## src/rtl/motoro3_uart_rx.sv

```systemverilog
// UART 8N1 receiver with single-character command decode for the motor controller.
// Command outputs mimic the push-button pulses so the top level can OR them in.
module motoro3_uart_rx #(
    parameter int unsigned CLK_DIV = 434
) (
    input  logic       clkI,
    input  logic       rstI,
    input  logic       uRxI,
    output logic [7:0] rxDataO,
    output logic       rxValidO,
    output logic       rxFrameErrO,
    output logic       m3startO,
    output logic       m3forceStopO,
    output logic       m3invRotateO,
    output logic       m3freqINCo,
    output logic       m3freqDECo,
    output logic       m3powerINCo,
    output logic       m3powerDECo
);

    localparam int unsigned CNT_W = $clog2(CLK_DIV);
    localparam logic [CNT_W-1:0] CNT_FULL = CNT_W'(CLK_DIV - 1);
    localparam logic [CNT_W-1:0] CNT_HALF = CNT_W'(CLK_DIV / 2 - 1);

    typedef enum logic [2:0] {
        IDLE,
        START,
        DATA,
        STOP,
        BRK
    } state_t;

    state_t           state_q;
    logic [CNT_W-1:0] cnt_q;
    logic [2:0]       bitIdx_q;
    logic [7:0]       sh_q;
    logic             sync1_q;
    logic             rxS_q;

    // Both flops reset high so reset release never looks like a start edge.
    always_ff @(posedge clkI or posedge rstI) begin
        if (rstI) begin
            sync1_q <= 1'b1;
            rxS_q   <= 1'b1;
        end else begin
            sync1_q <= uRxI;
            rxS_q   <= sync1_q;
        end
    end

    always_ff @(posedge clkI or posedge rstI) begin
        if (rstI) begin
            state_q      <= IDLE;
            cnt_q        <= '0;
            bitIdx_q     <= '0;
            sh_q         <= '0;
            rxDataO      <= '0;
            rxValidO     <= 1'b0;
            rxFrameErrO  <= 1'b0;
            m3startO     <= 1'b0;
            m3forceStopO <= 1'b0;
            m3invRotateO <= 1'b0;
            m3freqINCo   <= 1'b0;
            m3freqDECo   <= 1'b0;
            m3powerINCo  <= 1'b0;
            m3powerDECo  <= 1'b0;
        end else begin
            rxValidO     <= 1'b0;
            rxFrameErrO  <= 1'b0;
            m3startO     <= 1'b0;
            m3forceStopO <= 1'b0;
            m3freqINCo   <= 1'b0;
            m3freqDECo   <= 1'b0;
            m3powerINCo  <= 1'b0;
            m3powerDECo  <= 1'b0;

            case (state_q)
                IDLE: begin
                    if (!rxS_q) begin
                        state_q <= START;
                        cnt_q   <= '0;
                    end
                end

                START: begin
                    if (cnt_q == CNT_HALF) begin
                        cnt_q    <= '0;
                        bitIdx_q <= '0;
                        state_q  <= rxS_q ? IDLE : DATA;
                    end else begin
                        cnt_q <= cnt_q + 1'b1;
                    end
                end

                DATA: begin
                    if (cnt_q == CNT_FULL) begin
                        cnt_q <= '0;
                        sh_q  <= {rxS_q, sh_q[7:1]};
                        if (bitIdx_q == 3'd7) begin
                            state_q <= STOP;
                        end else begin
                            bitIdx_q <= bitIdx_q + 3'd1;
                        end
                    end else begin
                        cnt_q <= cnt_q + 1'b1;
                    end
                end

                STOP: begin
                    if (cnt_q == CNT_FULL) begin
                        cnt_q <= '0;
                        if (rxS_q) begin
                            rxDataO  <= sh_q;
                            rxValidO <= 1'b1;
                            state_q  <= IDLE;
                            case (sh_q)
                                8'h53:   m3startO     <= 1'b1;
                                8'h58:   m3forceStopO <= 1'b1;
                                8'h52:   m3invRotateO <= ~m3invRotateO;
                                8'h46:   m3freqINCo   <= 1'b1;
                                8'h66:   m3freqDECo   <= 1'b1;
                                8'h50:   m3powerINCo  <= 1'b1;
                                8'h70:   m3powerDECo  <= 1'b1;
                                default: ;
                            endcase
                        end else begin
                            rxFrameErrO <= 1'b1;
                            state_q     <= BRK;
                        end
                    end else begin
                        cnt_q <= cnt_q + 1'b1;
                    end
                end

                // A held-low line yields one frame error, not a stream of 0x00 bytes.
                BRK: begin
                    if (rxS_q) begin
                        state_q <= IDLE;
                    end
                end

                default: state_q <= IDLE;
            endcase
        end
    end

endmodule

```

## config.mk

```make
export PLATFORM = sky130hd
export DESIGN_NAME = motoro3_uart_rx
export DESIGN_NICKNAME = d
export VERILOG_FILES = /design/src/rtl/motoro3_uart_rx.sv
export SDC_FILE = /design/constraint.sdc
export NUM_CORES = 1
export LEC_CHECK = 0
export ABC_CLOCK_PERIOD_IN_PS = 3800
export CAP_MARGIN = 5
export CORE_ASPECT_RATIO = 1.25
export CORE_MARGIN = 1.5
export CORE_UTILIZATION = 32
export DETAILED_ROUTE_END_ITERATION = 10
export GPL_ROUTABILITY_DRIVEN = 0
export PLACE_DENSITY = 0.5
export SYNTH_ARGS = -nofsm -noshare
export SYNTH_HDL_FRONTEND = slang
export SYNTH_SLANG_ARGS = --single-unit
```

## constraint.sdc

```tcl
create_clock -name clkI -period 3.8 [get_ports clkI]
set_input_delay 0.57 -clock clkI [delete_from_list [all_inputs] [get_ports clkI]]
set_output_delay 0.57 -clock clkI [all_outputs]
set_load 0.02 [all_outputs]
```

==> impl_metrics.env, run 1 <==
export IMPL_outcome="finished, final reports clean"
export IMPL_endpoint_kind="flop"
export IMPL_muxShareOfSynthArea_pct=7.93
export IMPL_grt_pass1_wl_um=6470
export IMPL_grt_pass1_vias=1463
export IMPL_clk_latency_ns=0.29
export IMPL_endpoint="bitIdx_q[1]"
export IMPL_power_density_nw_per_um2=351
export IMPL_synthArstFlopShare_pct=100
export IMPL_fill_cells=575
export IMPL_grt_antenna_before_repair=0
export IMPL_cts_buffer_depth=2
export IMPL_drt_pass1_iter_count=4
export IMPL_synth_adder_area_share_pct=3.22
export IMPL_min_from="sync1_q"
export IMPL_final_cell_mix="dfrtp_1, nand2_1, clkdlybuf4s50_1, inv_1, mux2_2"
export IMPL_hpwl_um=2650
export IMPL_antenna_left=0
export IMPL_synth_edff_count=0
export IMPL_stdcell_area_sq_um=2300
export IMPL_cp_required_ns=4.01
export IMPL_synth_compound_area_share_pct=8.96
export IMPL_diodes=0
export IMPL_rsz0062_at_grt="false"
export IMPL_synth_ff_latch_count=42
export IMPL_maxCapViolCount=0
export IMPL_placed_area_sq_um=2190
export IMPL_start_kind="flop"
export IMPL_clockRootBuffer="clkbuf_8"
export IMPL_htree_num_levels=2
export IMPL_synthDistinctLibCells=40
export IMPL_drv_slew=0
export IMPL_synthCells=184
export IMPL_routedWlPerCell_um=13.7
export IMPL_core_area_sq_um=5820
export IMPL_setup_viol=0
export IMPL_worst_slew_pin_slew_ns=0.715
export IMPL_synth_simple_area_share_pct=21.5
export IMPL_synth_area_top_cells="dfrtp_1, mux2_2, nand2_1, ha_1, dfstp_2"
export IMPL_place_ws_ns=1.63
export IMPL_rows=31
export IMPL_r2r_cells=6
export IMPL_die_h_um=90.1
export IMPL_fmax_mhz=455
export IMPL_synth_top_area_share_pct=51.6
export IMPL_timing_reg2reg_setup_slack_ns=1.60
export IMPL_ys_warn_count=0
export IMPL_maxSlewHeadroom_pct=52.3
export IMPL_finalCriticalPeriod_ns=2.20
export IMPL_clock_sinks=42
export IMPL_syn_num_nets=192
export IMPL_drive_gt1_share_pct=11.7
export IMPL_dr_total_vias=1430
export IMPL_fp_dieW_um=72.7
export IMPL_grt_use_total_pct=12.6
export IMPL_final_hold_violation_count=0
export IMPL_vias_per_cell=5.28
export IMPL_ir_worst_vdd_uv=141
export IMPL_min_path_type="reg -> reg"
export IMPL_final_common_cell="dfrtp_1"
export IMPL_holdWs_ns=0.359
export IMPL_r2r_start="cnt_q[1]"
export IMPL_wl_um=3720
export IMPL_worst_slack_ns=1.60
export IMPL_grt_start_max_net_pins=43
export IMPL_ios=20
export IMPL_final_util_pct=39.5
export IMPL_syn_cell_area_sq_um=1940
export IMPL_yosysSeqAreaShare_pct=54.3
export IMPL_cts_made_buffers=5
export IMPL_fin_skew_ns=0.00401
export IMPL_cts_tree="done"
export IMPL_layout_nets=212
export IMPL_syn2layout_area_growth_pct=18.4
export IMPL_critPathMaxFanout=12
export IMPL_grt_overflow=0
export IMPL_synth_top_family_by_area="simple AND/OR/NAND/NOR gates"
export IMPL_dieArea_sq_um=6540
export IMPL_synth_xor_area_share_pct=0.451
export IMPL_tns_ns=0
export IMPL_cts_resized=0
export IMPL_crit_type="reg -> reg"
export IMPL_p_leak_nw=1.05
export IMPL_postCtsSetupRepairBufs=0
export IMPL_drc=0
export IMPL_fin_crit_sh_pct=57.8
export IMPL_synth_top_area_cell="dfrtp_1"
export IMPL_start_util_pct=33.4
export IMPL_cp_arrival_ns=2.41
export IMPL_postCtsHoldBufs=0
export IMPL_clk_pin_slew_ns=0.07
export IMPL_numPortBuffers=19
export IMPL_cp_startpoint="cnt_q[1]"
export IMPL_ys_flop_type="dfrtp_1"
export IMPL_synth_avg_cell_area_sq_um=10.5
export IMPL_drt_iter0_drc=39
export IMPL_r2r_end="bitIdx_q[1]"
[sequential cells by signal, summed over array words and instances (netlist names)]
register      count
m3powerINCo       1
state_q           3
m3startO          1
sync1_q           1
rxDataO           8
m3freqDECo        1
rxS_q             1
bitIdx_q          3
m3invRotateO      1
m3forceStopO      1
rxFrameErrO       1
sh_q              8
cnt_q             9
m3powerDECo       1
rxValidO          1
m3freqINCo        1
[routing by layer]
layer	vias up	track usage [%]	wire, um
li1	686	-	-
met1	701	13.7	1580
met2	36	22.7	1980
met3	7	2.35	106
met4	0	6.13	50
met5	-	0	0
[power by group]
| group | leakage (nW) | internal [mW] | switching [mW] |
|---|---|---|---|
| registers | 0.565 | 0.448 | 0.000915 |
| logic | 0.432 | 0.00293 | 0.00946 |
| clock network | 0.0524 | 0.197 | 0.147 |
| total | 1.05 | 0.648 | 0.158 |
[how the worst min path moves through the flow]
stage,slack [ns],end,cells past startpoint
2_1_floorplan,0.35,rxS_q,0
6_report,0.36,rxS_q,0
5_1_grt,0.36,rxS_q,0
4_1_cts,0.36,rxS_q,0
3_3_place_gp,0.35,rxS_q,0
3_5_place_dp,0.35,rxS_q,0
[through the flow]
step / total power, mW / cells
global route: 0.835 / 271
global placement: 0.471 / 263
floorplan: 0.465 / 184
CTS: 0.819 / 271
detailed placement: 0.471 / 263
finish: 0.806 / 271
[synthesized netlist by cell type (3+ instances only)]
master / n
dfrtp_1: 40
nor4_1: 4
ha_1: 5
a21oi_1: 3
mux2_2: 11
nand2_1: 27
o21a_1: 3
o22ai_1: 5
inv_1: 11
nor2_1: 9
mux2i_1: 3
nor3_1: 9
clkbuf_1: 4
nand3_1: 6
o21ai_0: 10
[critical path: stages, from the launching register on]
cell and delay, ns:
dfrtp_1 0.40, inv_1 0.10, ha_1 0.15, and4_1 0.31
nand4_1 0.45, nor2_1 0.46, mux2i_1 0.25
[final cells by class]
| class | count | area [sq um] | share of cell area [%] |
|---|---|---|---|
| Sequential cell | 42 | 1050 | 45.8 |
| Multi-Input combinational cell | 124 | 817 | 35.5 |
| Timing Repair Buffer | 20 | 198 | 8.60 |
| Tap cell | 66 | 82.6 | 3.59 |
| Clock buffer | 7 | 76.3 | 3.32 |
| Inverter | 11 | 41.3 | 1.80 |
| Clock inverter | 1 | 30.0 | 1.31 |
[cell families after synthesis]
kind of cell               Yosys count
and+or+nand+nor                     76
muxes                               14
xor gates and xnor gates             1
buffers and inverters               18
DFF                                 42
AOI/OAI and AO/OA                   28
adders and majority gates            5
(Power assumes the default switching activity.)
==> inputs of run 2 (changes only) <==
Settings changed: ABC_CLOCK_PERIOD_IN_PS 3800 to 2200.
Clock period 3.8 ns to 2.2 ns, I/O delays scaled along.
==> run 2 against run 1 <==
Core utilization up 0.11 points. Routed wire length down 3.0%. Flip-flop and latch count stayed put. Final cell count is 1.1% higher. Non-clock buffer count is 3 higher. Power rose by 60%. Largest power group unchanged.
==> impl_metrics.env, run 2 (synthesis results as in run 1) <==
export IMPL_largest_register_ffs=9
export IMPL_cp_arrival_ns=2.12
export IMPL_drc=0
export IMPL_drt_pass1_iter_count=4
export IMPL_cts_made_buffers=5
export IMPL_core_area_sq_um=5820
export IMPL_wl_um=3600
export IMPL_fin_skew_ns=0.0115
export IMPL_grt_pass1_wl_um=6350
export IMPL_final_cell_mix="dfrtp_1, nand2_1, clkdlybuf4s50_1, inv_1, mux2_2"
export IMPL_worst_slew_pin_slew_ns=0.521
export IMPL_holdWs_ns=0.359
export IMPL_critPathBufInv=1
export IMPL_grt_use_total_pct=12.5
export IMPL_rsz0062_at_grt="false"
export IMPL_min_path_type="reg -> reg"
export IMPL_crit_path_max_incr_delay_ns=0.53
export IMPL_vias_per_cell=5.10
export IMPL_place_ws_ns=0.259
export IMPL_cp_required_ns=2.36
export IMPL_endpoint_kind="flop"
export IMPL_clk_pin_slew_ns=0.08
export IMPL_grt_start_max_net_pins=43
export IMPL_clockRootBuffer="clkbuf_8"
export IMPL_worst_slack_ns=0.246
export IMPL_tns_ns=0
export IMPL_fp_dieW_um=72.7
export IMPL_layout_nets=215
export IMPL_htree_num_levels=2
export IMPL_grt_overflow=0
export IMPL_cp_top_family="simple AND/OR/NAND/NOR gates"
export IMPL_largest_register="cnt_q"
export IMPL_final_common_cell="dfrtp_1"
export IMPL_finalCriticalPeriod_ns=1.95
export IMPL_p_leak_nw=1.05
export IMPL_routedWlPerCell_um=13.2
export IMPL_drt_iter0_drc=61
export IMPL_die_h_um=90.1
export IMPL_fin_crit_sh_pct=88.8
export IMPL_rows=31
export IMPL_crit_type="reg -> reg"
export IMPL_start_util_pct=33.4
export IMPL_crit_slowest_cell="or4_4"
export IMPL_start_kind="flop"
export IMPL_power_density_nw_per_um2=561
export IMPL_final_hold_violation_count=0
export IMPL_maxSlewHeadroom_pct=65.3
export IMPL_hpwl_um=2650
export IMPL_drive_gt1_share_pct=13.9
export IMPL_largestRegisters="cnt_q (9), rxDataO (8), sh_q (8)"
export IMPL_final_util_pct=39.6
export IMPL_postCtsSetupRepairBufs=0
export IMPL_outcome="finished, final reports clean"
export IMPL_critPathMaxFanout=4
export IMPL_setup_viol=0
export IMPL_grt_antenna_before_repair=0
export IMPL_clk_latency_ns=0.30
export IMPL_fmax_mhz=512
export IMPL_fill_cells=562
export IMPL_dr_total_vias=1398
export IMPL_syn2layout_area_growth_pct=18.8
export IMPL_path_cells="inv_1 -> ha_1 -> or4b_4 -> or4_4 -> nand2_1 -> mux2i_1"
export IMPL_ios=20
export IMPL_drv_slew=0
export IMPL_cts_tree="done"
export IMPL_dieArea_sq_um=6540
export IMPL_clock_sinks=42
export IMPL_numPortBuffers=19
export IMPL_antenna_left=0
export IMPL_grt_pass1_vias=1370
export IMPL_cts_resized=0
export IMPL_ir_worst_vdd_uv=291
export IMPL_postCtsHoldBufs=0
export IMPL_cts_buffer_depth=2
export IMPL_maxCapViolCount=0
export IMPL_diodes=0
==> run 2: cell types whose count changed in the layout (fill, tap and decap cells not counted) <==
cell	previous run	this run
clkinvlp_4	0	1
clkinv_4	0	1
buf_4	1	4
bufinv_16	1	0
clkbuf_1	2	0
clkinv_2	0	1
==> run 2: worst paths after layout <==
path | start | endpoint | slack, ns | cells after the start
max | cnt_q[0] | bitIdx_q[1] | 0.25 | 6
min | sync1_q | rxS_q | 0.36 | 0
max reg2reg | cnt_q[0] | bitIdx_q[1] | 0.25 | 6
min reg2reg | sync1_q | rxS_q | 0.36 | 0
max in group asynchronous | rstI | m3powerDECo | 1.38 | 3
min in group asynchronous | rstI | rxFrameErrO | 0.45 | 3
==> run 2: worst register-to-register path: stages, from the launching register on <==
cell     delay [ns]
dfrtp_1        0.42
inv_1          0.11
ha_1           0.14
or4b_4         0.46
or4_4          0.53
nand2_1        0.08
mux2i_1        0.08
==> run 2: routing by layer <==
metal	up-vias	track usage (%)	part of all wire, %
met4	0	5.19	1.9
met5	-	0	0
met2	35	21.9	54
met1	668	13.9	40
met3	6	3.36	3.5
li1	689	-	-
==> run 2: power breakdown <==
| part | total (mW) | switching (mW) | internal (mW) |
|---|---|---|---|
| registers | 0.776 | 0.00145 | 0.775 |
| clock network | 0.495 | 0.272 | 0.223 |
| logic | 0.0212 | 0.0161 | 0.00507 |
| total | 1.29 | 0.290 | 1.00 |
==> run 2: area by class of cell <==
class | count | area, sq um | area share, %
sequential | 42 | 1050 | 45.7
multi-input combinational | 124 | 817 | 35.5
clock inverter | 3 | 21.3 | 0.923
clock buffer | 5 | 68.8 | 2.99
inverter | 11 | 41.3 | 1.79
timing repair buffer | 23 | 220 | 9.55
tap | 66 | 82.6 | 3.58
==> run 2: through the flow <==
stage	power [mW]	cell area, sq um	cells
after detailed placement	0.814	2210	266
after global placement	0.814	2210	266
final	1.29	2300	274
after CTS	1.32	2300	274
after global routing	1.35	2300	274
after floorplan	0.804	1940	184
